## config.mk

```make
export PLATFORM = sky130hd
export DESIGN_NAME = led_pattern_engine
export DESIGN_NICKNAME = d
export VERILOG_FILES = /design/src/rtl/led_pattern_engine.sv
export SDC_FILE = /design/constraint.sdc
export NUM_CORES = 1
export LEC_CHECK = 0
export BUFFER_PORTS_ARGS = -buffer_cell sky130_fd_sc_hd__buf_2
export CORE_ASPECT_RATIO = 0.7
export CORE_MARGIN = 2
export CORE_UTILIZATION = 27
export CTS_CLUSTER_DIAMETER = 120
export DETAILED_ROUTE_END_ITERATION = 6
export PLACE_DENSITY_LB_ADDON = 0.25
export SYNTH_ARGS = -nofsm -noshare
export SYNTH_HDL_FRONTEND = slang
export SYNTH_SLANG_ARGS = --single-unit
```

## constraint.sdc

```tcl
create_clock -name sys_clk -period 2.7 [get_ports sys_clk]
set_input_delay 0.405 -clock sys_clk [delete_from_list [all_inputs] [get_ports sys_clk]]
set_output_delay 0.405 -clock sys_clk [all_outputs]
set_load 0.02 [all_outputs]
```

## src/rtl/led_pattern_engine.sv

```systemverilog
// led_pattern_engine: steps an LED pattern once per prescaler period.
//
// Optional feature: define LED_PWM_EN to add a 4-bit global brightness
// input. A free-running 16-step PWM counter then gates the lit LEDs.
//
// Parameters
//   N_LED   : number of LED outputs (2..32)
//   CLK_HZ  : sys_clk frequency in Hz
//   STEP_MS : pattern step period in ms (TICK_CYC = CLK_HZ/1000*STEP_MS)
//
// Ports
//   sys_clk    in   sole clock, rising edge
//   sys_rst_n  in   asynchronous active-low reset
//   mode[1:0]  in   00 rotate-left, 01 rotate-right, 10 bounce, 11 binary count
//   pause      in   high freezes the prescaler and the pattern
//   brightness in   [3:0] duty select (LED_PWM_EN only)
//   led        out  [N_LED-1:0] active-low LED drive, registered
module led_pattern_engine #(
    parameter int unsigned N_LED   = 6,
    parameter int unsigned CLK_HZ  = 27000000,
    parameter int unsigned STEP_MS = 500
) (
    input  logic             sys_clk,
    input  logic             sys_rst_n,
    input  logic [1:0]       mode,
    input  logic             pause,
`ifdef LED_PWM_EN
    input  logic [3:0]       brightness,
`endif
    output logic [N_LED-1:0] led
);

    localparam int unsigned TICK_CYC = CLK_HZ / 1000 * STEP_MS;
    localparam int unsigned CNT_W    = $clog2(TICK_CYC);
    localparam logic [CNT_W-1:0] TICK_LAST = CNT_W'(TICK_CYC - 1);

    typedef enum logic [1:0] {
        MODE_ROL    = 2'b00,
        MODE_ROR    = 2'b01,
        MODE_BOUNCE = 2'b10,
        MODE_COUNT  = 2'b11
    } mode_e;

    logic [CNT_W-1:0] presc_q, presc_d;
    logic [N_LED-1:0] pat_q,   pat_d;
    logic             dir_q,   dir_d;
    mode_e            mode_q,  mode_d;
    logic [N_LED-1:0] led_q,   led_d;
    logic             tick_c;
    mode_e            mode_in_c;

`ifdef LED_PWM_EN
    logic [3:0]       pwm_cnt_q, pwm_cnt_d;
    logic             pwm_on_c;
`endif

    // State registers
    always_ff @(posedge sys_clk or negedge sys_rst_n) begin
        if (!sys_rst_n) begin
            presc_q <= '0;
            pat_q   <= N_LED'(1);
            dir_q   <= 1'b0;
            mode_q  <= MODE_ROL;
            led_q   <= ~N_LED'(1);
`ifdef LED_PWM_EN
            pwm_cnt_q <= 4'd0;
`endif
        end else begin
            presc_q <= presc_d;
            pat_q   <= pat_d;
            dir_q   <= dir_d;
            mode_q  <= mode_d;
            led_q   <= led_d;
`ifdef LED_PWM_EN
            pwm_cnt_q <= pwm_cnt_d;
`endif
        end
    end

    // Prescaler, mode latch and pattern step
    always_comb begin
        presc_d   = presc_q;
        pat_d     = pat_q;
        dir_d     = dir_q;
        mode_d    = mode_q;
        mode_in_c = mode_e'(mode);
        tick_c    = (presc_q == TICK_LAST) && !pause;

        if (!pause) begin
            presc_d = (presc_q == TICK_LAST) ? '0 : presc_q + CNT_W'(1);
        end

        if (tick_c) begin
            if (mode_in_c != mode_q) begin
                // Mode switch restarts from bit 0; no step this tick
                mode_d = mode_in_c;
                pat_d  = N_LED'(1);
                dir_d  = 1'b0;
            end else begin
                case (mode_q)
                    MODE_ROL: pat_d = {pat_q[N_LED-2:0], pat_q[N_LED-1]};
                    MODE_ROR: pat_d = {pat_q[0], pat_q[N_LED-1:1]};
                    MODE_BOUNCE: begin
                        // End positions reverse immediately, so each end is lit once
                        if (!dir_q) begin
                            if (pat_q[N_LED-1]) begin
                                pat_d = pat_q >> 1;
                                dir_d = 1'b1;
                            end else begin
                                pat_d = pat_q << 1;
                            end
                        end else begin
                            if (pat_q[0]) begin
                                pat_d = pat_q << 1;
                                dir_d = 1'b0;
                            end else begin
                                pat_d = pat_q >> 1;
                            end
                        end
                    end
                    MODE_COUNT: pat_d = pat_q + N_LED'(1);
                    default:    pat_d = pat_q;
                endcase
            end
        end
    end

    // Output drive: led registered from next pattern so it moves with the wrap
`ifdef LED_PWM_EN
    always_comb begin
        pwm_cnt_d = pwm_cnt_q + 4'd1;
        pwm_on_c  = (pwm_cnt_d < brightness);
        led_d     = ~(pat_d & {N_LED{pwm_on_c}});
    end
`else
    always_comb begin
        led_d = ~pat_d;
    end
`endif

    assign led = led_q;

endmodule

```

==> impl_summary.md, run 1 <==
Logic synthesis
The flip-flop cell with the highest count after synthesis is sky130_fd_sc_hd__dfrtp_1. The count of flip-flops with a built-in enable after synthesis is 0. Counting distinct cell types in the post-synthesis netlist gives 55. The average cell area after synthesis is between 9 and 10 um2. Counting flops with an async set or reset pin after synthesis yields a share of 100.0%. Ranked by total cell area, the synthesized netlist is headed by sky130_fd_sc_hd__dfrtp_1 36%, sky130_fd_sc_hd__dfstp_2 6.9%, sky130_fd_sc_hd__xnor2_1 4.2%, sky130_fd_sc_hd__mux2i_1 3.5%, sky130_fd_sc_hd__o21ai_0 3.5%. When the netlist entered floorplanning its net count stood at roughly 250. In the synthesized netlist, the number of instances is 244. The flip-flop and latch count after synthesis is 39. In the synthesized netlist, the cells that appear most often are 33 x sky130_fd_sc_hd__dfrtp_1, 17 x sky130_fd_sc_hd__nor2_1, 16 x sky130_fd_sc_hd__o21ai_0.

The summed instance area of the synthesized netlist is around 2300 um2. The most common cell in the netlist is sky130_fd_sc_hd__dfrtp_1. The largest total area in the synthesized netlist belongs to sky130_fd_sc_hd__dfrtp_1.

The Yosys step of the flow raised 0 warnings. After synthesis, flip-flops and latches occupy 43.00% of the total area. The synthesized design devotes to its leading area cell type 36.11% of total area.

Routing
The final route contains 1841 vias. The final routed DRC violation total is 0. The per-cell routed wire length is 14.87 um. The routed via count divided by cell count is 5.086. Once detail routing completed, the nets flagged for antenna violations numbered 0. For this run, the detailed router's first-pass iteration total came to 4. The initial detailed-routing violation count is 103. The final layout contains routed wiring with a total length of 5384 um.

Critical path
The number of buffers and inverters on the critical path is 0. The slowest stage of the critical path is the sky130_fd_sc_hd__or4_4 cell. The worst setup path is launched from a flip-flop. The count of cell instances traversed by the critical path is 4. The maximum single-stage delay on the critical path is roughly 0.54 ns. The cell family contributing the most delay on the critical path is simple AND/OR/NAND/NOR gates. The critical path goes through or4_4 > or4_4 > nor2_2 > mux2_2.

The number of cells on the worst reg-to-reg path is 4. The critical setup path kind is reg2reg. The top fanout value on the critical path is 11. STA puts the critical path data required time at 2.87 ns. The type of destination of the critical path is a flip-flop. Among the stages of the critical path, the cell type that occurs most often is sky130_fd_sc_hd__or4_4. Data arrives at the worst endpoint at roughly 2.4 ns.

Run
The total of max-cap violations is 0.

Clock tree
The later-pin clock latency in the skew report is 0.28 ns. The count of cells resized by post-cts repair is 0. Once the clock tree was built, the setup fixing pass inserted 0 buffers. The number of hold buffers added after CTS is 0.

The number of buffers between clock root and the deepest sink is 2. The number of H-tree levels is 2. The TritonCTS buffer count is 5. The clock net in this run drives a total of 39 sinks.

The TritonCTS clock tree is done. The clock transition at the register clock pins on the worst setup and hold paths after CTS is 0.06 ns. The root buffer cell chosen for the clock tree is sky130_fd_sc_hd__clkbuf_16.

Timing
Setup repair after global routing left no endpoint under its margin. On the final layout, the worst hold slack is between 0.2 and 0.25 ns. The relative slew slack is between 40% and 50%. The shortest clock period the worst path allows after layout is 2.274 ns.

The final hold violation count is 0. The final number of max-transition violations is 0. The maximum clock frequency is 439.7 MHz. After layout, the worst path uses between 80 and 90% of the clock period.

The total of endpoints with negative setup slack in the final report is 0. At the pin with the least slew margin, the transition time is 0.8793 ns. The worst path meets setup with between 0.4 and 0.5 ns of slack. The worst-case clock skew is 0.007224 ns. Summed over all failing endpoints, the final setup total negative slack is 0 ns.

Global routing
Entering global routing, the biggest net connects 40 pins. Summed over all layers, the global routing overflow is 0. The wire length of the first global-routing pass is 8873 um. The initial antenna violation count is 0. The overall global routing resource usage is 12.40%. The via count of the first global-routing pass is between 1500 and 2000.

Finish
Relative to the synthesized area, the layout overhead comes to 14.11%. The cell area after layout is 2610 um2. The number of fill cells is 890.

The number of antenna diodes in the final layout is 0. Registers take 983.4 um2. The fraction of final layout cells sized beyond drive strength 1 is 16.34%. The number of nets in the layout is 264.

The area of the multi-input gates is 1212 um2.

Die
The die covers slightly above 9000 um2. The die is 81.01 um tall. The area inside the core boundary is 8338 um2. For this configuration, the core starts out at a cell density of 27.43%. 11 I/O pins were placed. In this run the horizontal extent of the chip is 114.0 um. The number of rows created at floorplan is 28.

Power
The worst supply voltage drop on vdd is 0.2343 mV. The overall power of the completed layout is 0.001423 W. Summed over all cells, the static leakage comes to between 1 and 1.5 nW. The ratio of total power to cell area is 545.2 nW/um2.

Hold path
The worst hold path class is in2async.

Placement
At the end of routability-driven placement, the weighted congestion stood at 0.8389. The half-perimeter wire length of the detailed placement result is 3888 um. Before CTS, the worst setup slack after placement is 0.4443 ns. The total cell area at the placement stage is ~2500 um2. Input and output buffers added on the ports amount to 10.

Outcome
The run finished with clean final reports.
-- registers in the layout, summed over array words and instances (netlist names), named ones only --
signal and count:
presc_q 24, led 6, pat_q 3, mode_q 2, dir_q 1
-- power breakdown --
| part | switching, W | internal, W |
|---|---|---|
| clock | 0.000228 | 0.000342 |
| sequential | 0.0000622 | 0.000636 |
| combinational | 0.0000824 | 0.0000718 |
| total | 0.000373 | 0.00105 |
-- through the flow --
step | instances | utilization [%]
6_report | 362 | 31.30
5_1_grt | 362 | 31.30
4_1_cts | 362 | 31.30
3_5_place_dp | 354 | 29.59
3_3_place_gp | 354 | 29.59
2_1_floorplan | 244 | -
-- final timing paths --
path / startpoint / endpoint / slack [ns]
max: presc_q[17]$_DFFE_PN0N_ / pat_q[1]$_DFF_PN0_ / 0.43
min: sys_rst_n / led[0]$_DFF_PN0_ / 0.24
max reg2reg: presc_q[17]$_DFFE_PN0N_ / pat_q[1]$_DFF_PN0_ / 0.43
min reg2reg: presc_q[23]$_DFFE_PN0N_ / presc_q[23]$_DFFE_PN0N_ / 0.50
max in group asynchronous: sys_rst_n / mode_q[0]$_DFFE_PN0P_ / 1.90
min in group sys_clk: mode[1] / mode_q[1]$_DFFE_PN0P_ / 0.42
-- cell families after synthesis --
kind of cell / synth area share (%)
AO/OA/AOI/OAI: 15.65
XOR/XNOR: 6.893
adder cells (fa/ha/maj): 1.641
buffers and inverters: 3.994
flip-flops: 43.00
multiplexers: 5.470
AND/OR/NAND/NOR: 23.36
-- cell usage in the layout, fill, tap and decap left out, drive strengths merged, types with 6 or more instances in the layout --
cell,synthesis,layout
dfstp,6,6
xnor2,11,11
o21ai,17,17
clkbuf,10,6
nor4,9,9
nand2,13,13
or4,7,7
mux2i,8,8
or3,8,8
xor2,7,7
nand3,12,12
nor3,7,7
dfrtp,33,33
nor2,18,18
buf,2,17
a21oi,8,8
inv,10,10
-- cell type report --
class                           count  share of cell area (%)
Clock inverter                      2                  0.5273
Multi-Input combinational cell    183                   46.45
Tap cell                          105                   5.034
Timing Repair Buffer               17                   3.931
Clock buffer                        6                   4.938
Sequential cell                    39                   37.68
Inverter                           10                   1.438
-- routing by layer --
layer  track usage, %  wire (um)  vias to the layer above
li1                 -          -                      920
met1            20.58       3235                      885
met2            15.48       1913                       29
met3            2.537        172                        7
met4            3.293         62                        0
met5                0          0                        -
No activity file was read; power rests on OpenSTA's default activity.
==> run 2, diff against run 1 <==
--- a/config.mk
+++ b/config.mk
@@ -5,6 +5,7 @@
 export SDC_FILE = /design/constraint.sdc
 export NUM_CORES = 1
 export LEC_CHECK = 0
+export ABC_AREA = 1
 export BUFFER_PORTS_ARGS = -buffer_cell sky130_fd_sc_hd__buf_2
 export CORE_ASPECT_RATIO = 0.7
 export CORE_MARGIN = 2
==> constraint.sdc (replaced) <==
create_clock -name sys_clk -period 2.2 [get_ports sys_clk]
set_input_delay 0.33 -clock sys_clk [delete_from_list [all_inputs] [get_ports sys_clk]]
set_output_delay 0.33 -clock sys_clk [all_outputs]
set_load 0.02 [all_outputs]
==> run 2 against run 1 <==
  * Synthesized cell count is 59% higher
  * Global-route usage is 0.69 points higher
  * Clock skew is 0.0018 ns lower
  * Design area is 13% higher
  * Register-to-register slack better by 0.04 ns
  * Utilization is 0.71 points higher
  * Final cell count is 45% higher
  * Die area is 13% higher
  * Combinational power grew to 2.8 times the previous value
  * Count of clock-buffer cells in the layout is 1 lower
  * Maximum frequency is 31% higher
  * Sequential power is 35% higher
  * Critical path type unchanged
==> impl_summary.md, run 2 <==
Critical path
The source of the worst register-to-register timing path is presc_q[0]$_DFFE_PN0N_ (was presc_q[17]$_DFFE_PN0N_). The nature of the critical path startpoint is a flip-flop (unchanged). The top fanout value on the critical path is 19 (was 11).

The end of the worst register-to-register path was pat_q[1]$_DFF_PN0_ (unchanged). The critical setup path kind is reg2reg (unchanged). The type of destination of the critical path is a flip-flop (unchanged). The setup slack of the worst register-to-register path is 0.47 ns (was 0.43 ns). The data arrival time of the critical path is 1.88 ns (was 2.44 ns). The worst endpoint required time is 2.35 ns (was 2.87 ns). The depth of the most critical reg-to-reg path came to 10 (was 4).

Finish
The fraction of final layout cells sized beyond drive strength 1 came to 12.69% (was 16.34%). The number of nets in the layout was 409 (was 264). Highest-count cells in the layout ignoring fill and taps: 110 x sky130_fd_sc_hd__nand2_1, 58 x sky130_fd_sc_hd__inv_1, 47 x sky130_fd_sc_hd__nor2_1 (was 33 x sky130_fd_sc_hd__dfrtp_1, 17 x sky130_fd_sc_hd__nor2_1, 16 x sky130_fd_sc_hd__o21ai_0). The cell area after layout is 2950 um2 (was 2610 um2). The antenna diode count is 0 (unchanged). The commonest non-fill, non-tap cell in the layout is sky130_fd_sc_hd__nand2_1 (was sky130_fd_sc_hd__dfrtp_1). The sequential standard cell area is 983.4 um2 (unchanged).

The number of standard cells in the final layout excluding fillers was 526 (was 362). The register with the most flip-flops is presc_q (unchanged). The number of flip-flops under the largest register name came to 24 (unchanged). The number of fill cells is 1004 (was 890). The area of the multi-input gates is 1339 um2 (was 1212 um2). The relative area change from synthesis to final layout is 13.69% (was 14.11%).

Global routing
The wire length of the first global-routing pass is 10800 um (was 8873 um). The aggregate global routing overflow is 0 (unchanged). The pin count of the biggest net entering global routing is 23 (was 40). The overall global routing resource usage came to 13.09% (was 12.40%).

The via count of the first global-routing pass is 2088 (was 1648). The initial antenna violation count is 0 (unchanged).

Routing
The first-pass iteration count of the detailed router is 5 (was 4). The amount of wire on met2 after detailed routing is 2344 um (was 1913 um). The top routing layer in use was met4 (unchanged). The total length of routed wires came to 6389 um (was 5384 um).

The met3 wire length was 289 um (was 172 um). The final antenna-violating net count came to 0 (unchanged). The per-cell routed wire length is 12.15 um (was 14.87 um). The initial detailed-routing violation count is 205 (was 103). The final routed DRC violation total is 0 (unchanged). The routed metal-1 wirelength is 3707 um (was 3235 um).

The routed via count divided by cell count is 4.487 (was 5.086). The total via count after detailed routing is 2360 (was 1841).

Timing
The worst-case clock skew came to 0.005430 ns (was 0.007224 ns). The relative slew slack was 73.07% (was 41.38%). The setup total negative slack was 0 ns (unchanged).

The post-route clock period utilization was 78.83% (was 84.24%). The final hold violation count was 0 (unchanged). The maximum clock frequency was 576.6 MHz (was 439.7 MHz). The final number of max-transition violations was 0 (unchanged). The total of endpoints with negative setup slack in the final report is 0 (unchanged). The shortest clock period the worst path allows after layout is 1.734 ns (was 2.274 ns).

Unrepaired setup endpoints after global routing: false (unchanged). The slew at the pin closest to its max-slew limit is 0.4039 ns (was 0.8793 ns). The minimum hold slack is 0.3010 ns (was 0.2367 ns).

The setup slack of the critical path after layout was 0.4658 ns (was 0.4256 ns).

Die
The number of top-level pins is 11 (unchanged). The number of rows created at floorplan was 29 (was 28). The starting density of the core is 28.16% (was 27.43%).

The die outline width came to 121.2 um (was 114.0 um). The area inside the core boundary came to 9216 um2 (was 8338 um2). The die span in y is 86.03 um (was 81.01 um).

The floorplan die area is 10420 um2 (was 9235 um2).

Power
The worst supply voltage drop on vdd was 0.3936 mV (was 0.2343 mV). The internal power component is 0.001488 W (was 0.001050 W). The share of power burned in registers is 43.0% (was 49.1%). The power share of the clock group came to 37.6% (was 40.1%).

The net load switching power is 0.0007113 W (was 0.0003731 W). The combinational power share is 19.4% (was 10.8%). The leakage power total is 1.454 nW (was 1.017 nW).

The proportion of total power due to net switching came to 32.35% (was 26.22%). The ratio of total power to cell area is 745.4 nW/um2 (was 545.2 nW/um2).

Logic synthesis
The fraction of synthesized cell area taken by the top area cell type was 31.82% (was 36.11%). The number of unique standard cell types used by synthesis is 30 (was 55). The gate count after technology mapping was 389 (was 244). The count of flip-flops with a built-in enable after synthesis was 0 (unchanged).

The total nets after synthesis was 397 (was 252). The flip-flop and latch count after synthesis was 39 (unchanged). The count of synthesis-stage warnings from yosys was 0 (unchanged). The average cell area after synthesis is 6.671 um2 (was 9.374 um2).

List of most frequent post-synthesis cells: 110 x sky130_fd_sc_hd__nand2_1, 58 x sky130_fd_sc_hd__inv_1, 47 x sky130_fd_sc_hd__nor2_1 (was 33 x sky130_fd_sc_hd__dfrtp_1, 17 x sky130_fd_sc_hd__nor2_1, 16 x sky130_fd_sc_hd__o21ai_0). The fraction of synthesis flops using an asynchronous set or reset pin is 100.0% (unchanged). Largest cells by area after synthesis: sky130_fd_sc_hd__dfrtp_1 32%, sky130_fd_sc_hd__nand2_1 16%, sky130_fd_sc_hd__inv_1 8.4%, sky130_fd_sc_hd__nor2_1 6.8%, sky130_fd_sc_hd__nand3_1 6.4% (was sky130_fd_sc_hd__dfrtp_1 36%, sky130_fd_sc_hd__dfstp_2 6.9%, sky130_fd_sc_hd__xnor2_1 4.2%, sky130_fd_sc_hd__mux2i_1 3.5%, sky130_fd_sc_hd__o21ai_0 3.5%). The sequential fraction of the synthesis area was 37.90% (was 43.00%). The most common cell in the netlist is sky130_fd_sc_hd__nand2_1 (was sky130_fd_sc_hd__dfrtp_1). The summed instance area of the synthesized netlist is 2595 um2 (was 2287 um2). The flip-flop cell with the highest count after synthesis is sky130_fd_sc_hd__dfrtp_1 (unchanged). The cell accounting for the most synthesized area is sky130_fd_sc_hd__dfrtp_1 (unchanged).

Clock tree
The post-CTS setup repair buffer count is 0 (unchanged). The TritonCTS buffer count was 5 (unchanged). The later-pin clock latency in the skew report is 0.28 ns (about the same). The TritonCTS clock tree is done (unchanged). The clock transition at the register clock pins on the worst setup and hold paths after CTS is 0.06 ns (about the same). The number of H-tree levels is 2 (unchanged). The count of cells resized by post-cts repair is 0 (unchanged). The number of buffers between clock root and the deepest sink is 2 (unchanged). The buffer cell driving the clock tree root is sky130_fd_sc_hd__clkbuf_16 (unchanged). The total number of clock tree sinks came to 39 (unchanged).

Placement
The number of input and output port buffers inserted is 10 (unchanged). The placed cell count came to 517 (was 354). The total cell area at the placement stage is 2771 um2 (was 2467 um2).

The last weighted congestion value of the routability-driven placer is 0.9255 (was 0.8389). The post-placement setup slack is 0.4637 ns (was 0.4443 ns). The half-perimeter wire length of the detailed placement result came to 4994 um (was 3888 um).

Hold path
The worst hold path class is in2reg (was in2async). The worst hold path stage count is 3. The hold-critical path endpoint is mode_q[1]$_DFFE_PN0P_. The origin of the worst min-delay path is mode[1].

Outcome
Result of the run: completed (unchanged).

Run
The total of max-cap violations was 0 (unchanged).
## run 2: timing repair
action | 4_1_cts | 5_1_grt
setup endpoints to repair | 0 | 0
hold buffers | 1 | 0
hold endpoints to repair | 16 | 0
## run 2: logic make-up after synthesis
| logic type | count (synthesis) | synth area share [%] |
|---|---|---|
| flops | 39 | 37.90 |
| compound gates | 40 | 8.004 |
| fa+ha+maj | 3 | 1.447 |
| simple gates | 234 | 41.13 |
| xor+xnor | 3 | 1.013 |
| buf+inv | 70 | 10.51 |
## run 2: worst max-delay path by stage
stage | cells after the start | startpoint | end
floorplan | 8 | pat_q[0]$_DFF_PN1_ | led[1]$_DFF_PN1_
global placement | 10 | presc_q[0]$_DFFE_PN0N_ | presc_q[14]$_DFFE_PN0N_
detailed placement | 10 | presc_q[0]$_DFFE_PN0N_ | pat_q[1]$_DFF_PN0_
CTS | 10 | presc_q[0]$_DFFE_PN0N_ | pat_q[1]$_DFF_PN0_
global route | 10 | presc_q[1]$_DFFE_PN0N_ | presc_q[14]$_DFFE_PN0N_
finish | 10 | presc_q[0]$_DFFE_PN0N_ | pat_q[1]$_DFF_PN0_
## run 2: cell type report
type | instances | share of cell area [%]
inverters | 63 | 8.015
clock inverters | 3 | 1.484
clock buffers | 5 | 4.241
flip-flops and latches | 39 | 33.33
well taps | 124 | 5.259
multi-input cells | 280 | 45.38
repair buffers | 12 | 2.290
## run 2: metal layers
layer,vias to the layer above,track usage [%]
li1,1250,-
met1,1055,22.02
met2,51,16.34
met3,4,2.527
met4,0,2.926
met5,-,0
## run 2: critical path, stage by stage, from the launching register on
cell and delay [ns]:
sky130_fd_sc_hd__dfrtp_1 0.39, sky130_fd_sc_hd__ha_1 0.18, sky130_fd_sc_hd__nand2_1 0.09, sky130_fd_sc_hd__inv_1 0.08, sky130_fd_sc_hd__nand2_1 0.06, sky130_fd_sc_hd__nor2_2 0.14
sky130_fd_sc_hd__nand3_4 0.25, sky130_fd_sc_hd__inv_2 0.22, sky130_fd_sc_hd__nor2_1 0.08, sky130_fd_sc_hd__inv_1 0.05, sky130_fd_sc_hd__o21ai_1 0.07
## run 2: through the flow
stage          total power (W)  util (%)
6_report              0.002199     32.01
5_1_grt               0.002342     32.01
4_1_cts               0.002213     32.01
3_5_place_dp          0.001378     30.07
3_3_place_gp          0.001391     30.07
2_1_floorplan         0.001265         -
## run 2: power groups by stage
stage / combinational [W] / clock [W] / sequential [W]
2_1_floorplan: 0.000358 / 0 / 0.000907
6_report: 0.000426 / 0.000827 / 0.000945
3_5_place_dp: 0.000425 / 0 / 0.000953
3_3_place_gp: 0.000436 / 0 / 0.000955
5_1_grt: 0.000493 / 0.000887 / 0.000962
4_1_cts: 0.000428 / 0.000842 / 0.000943
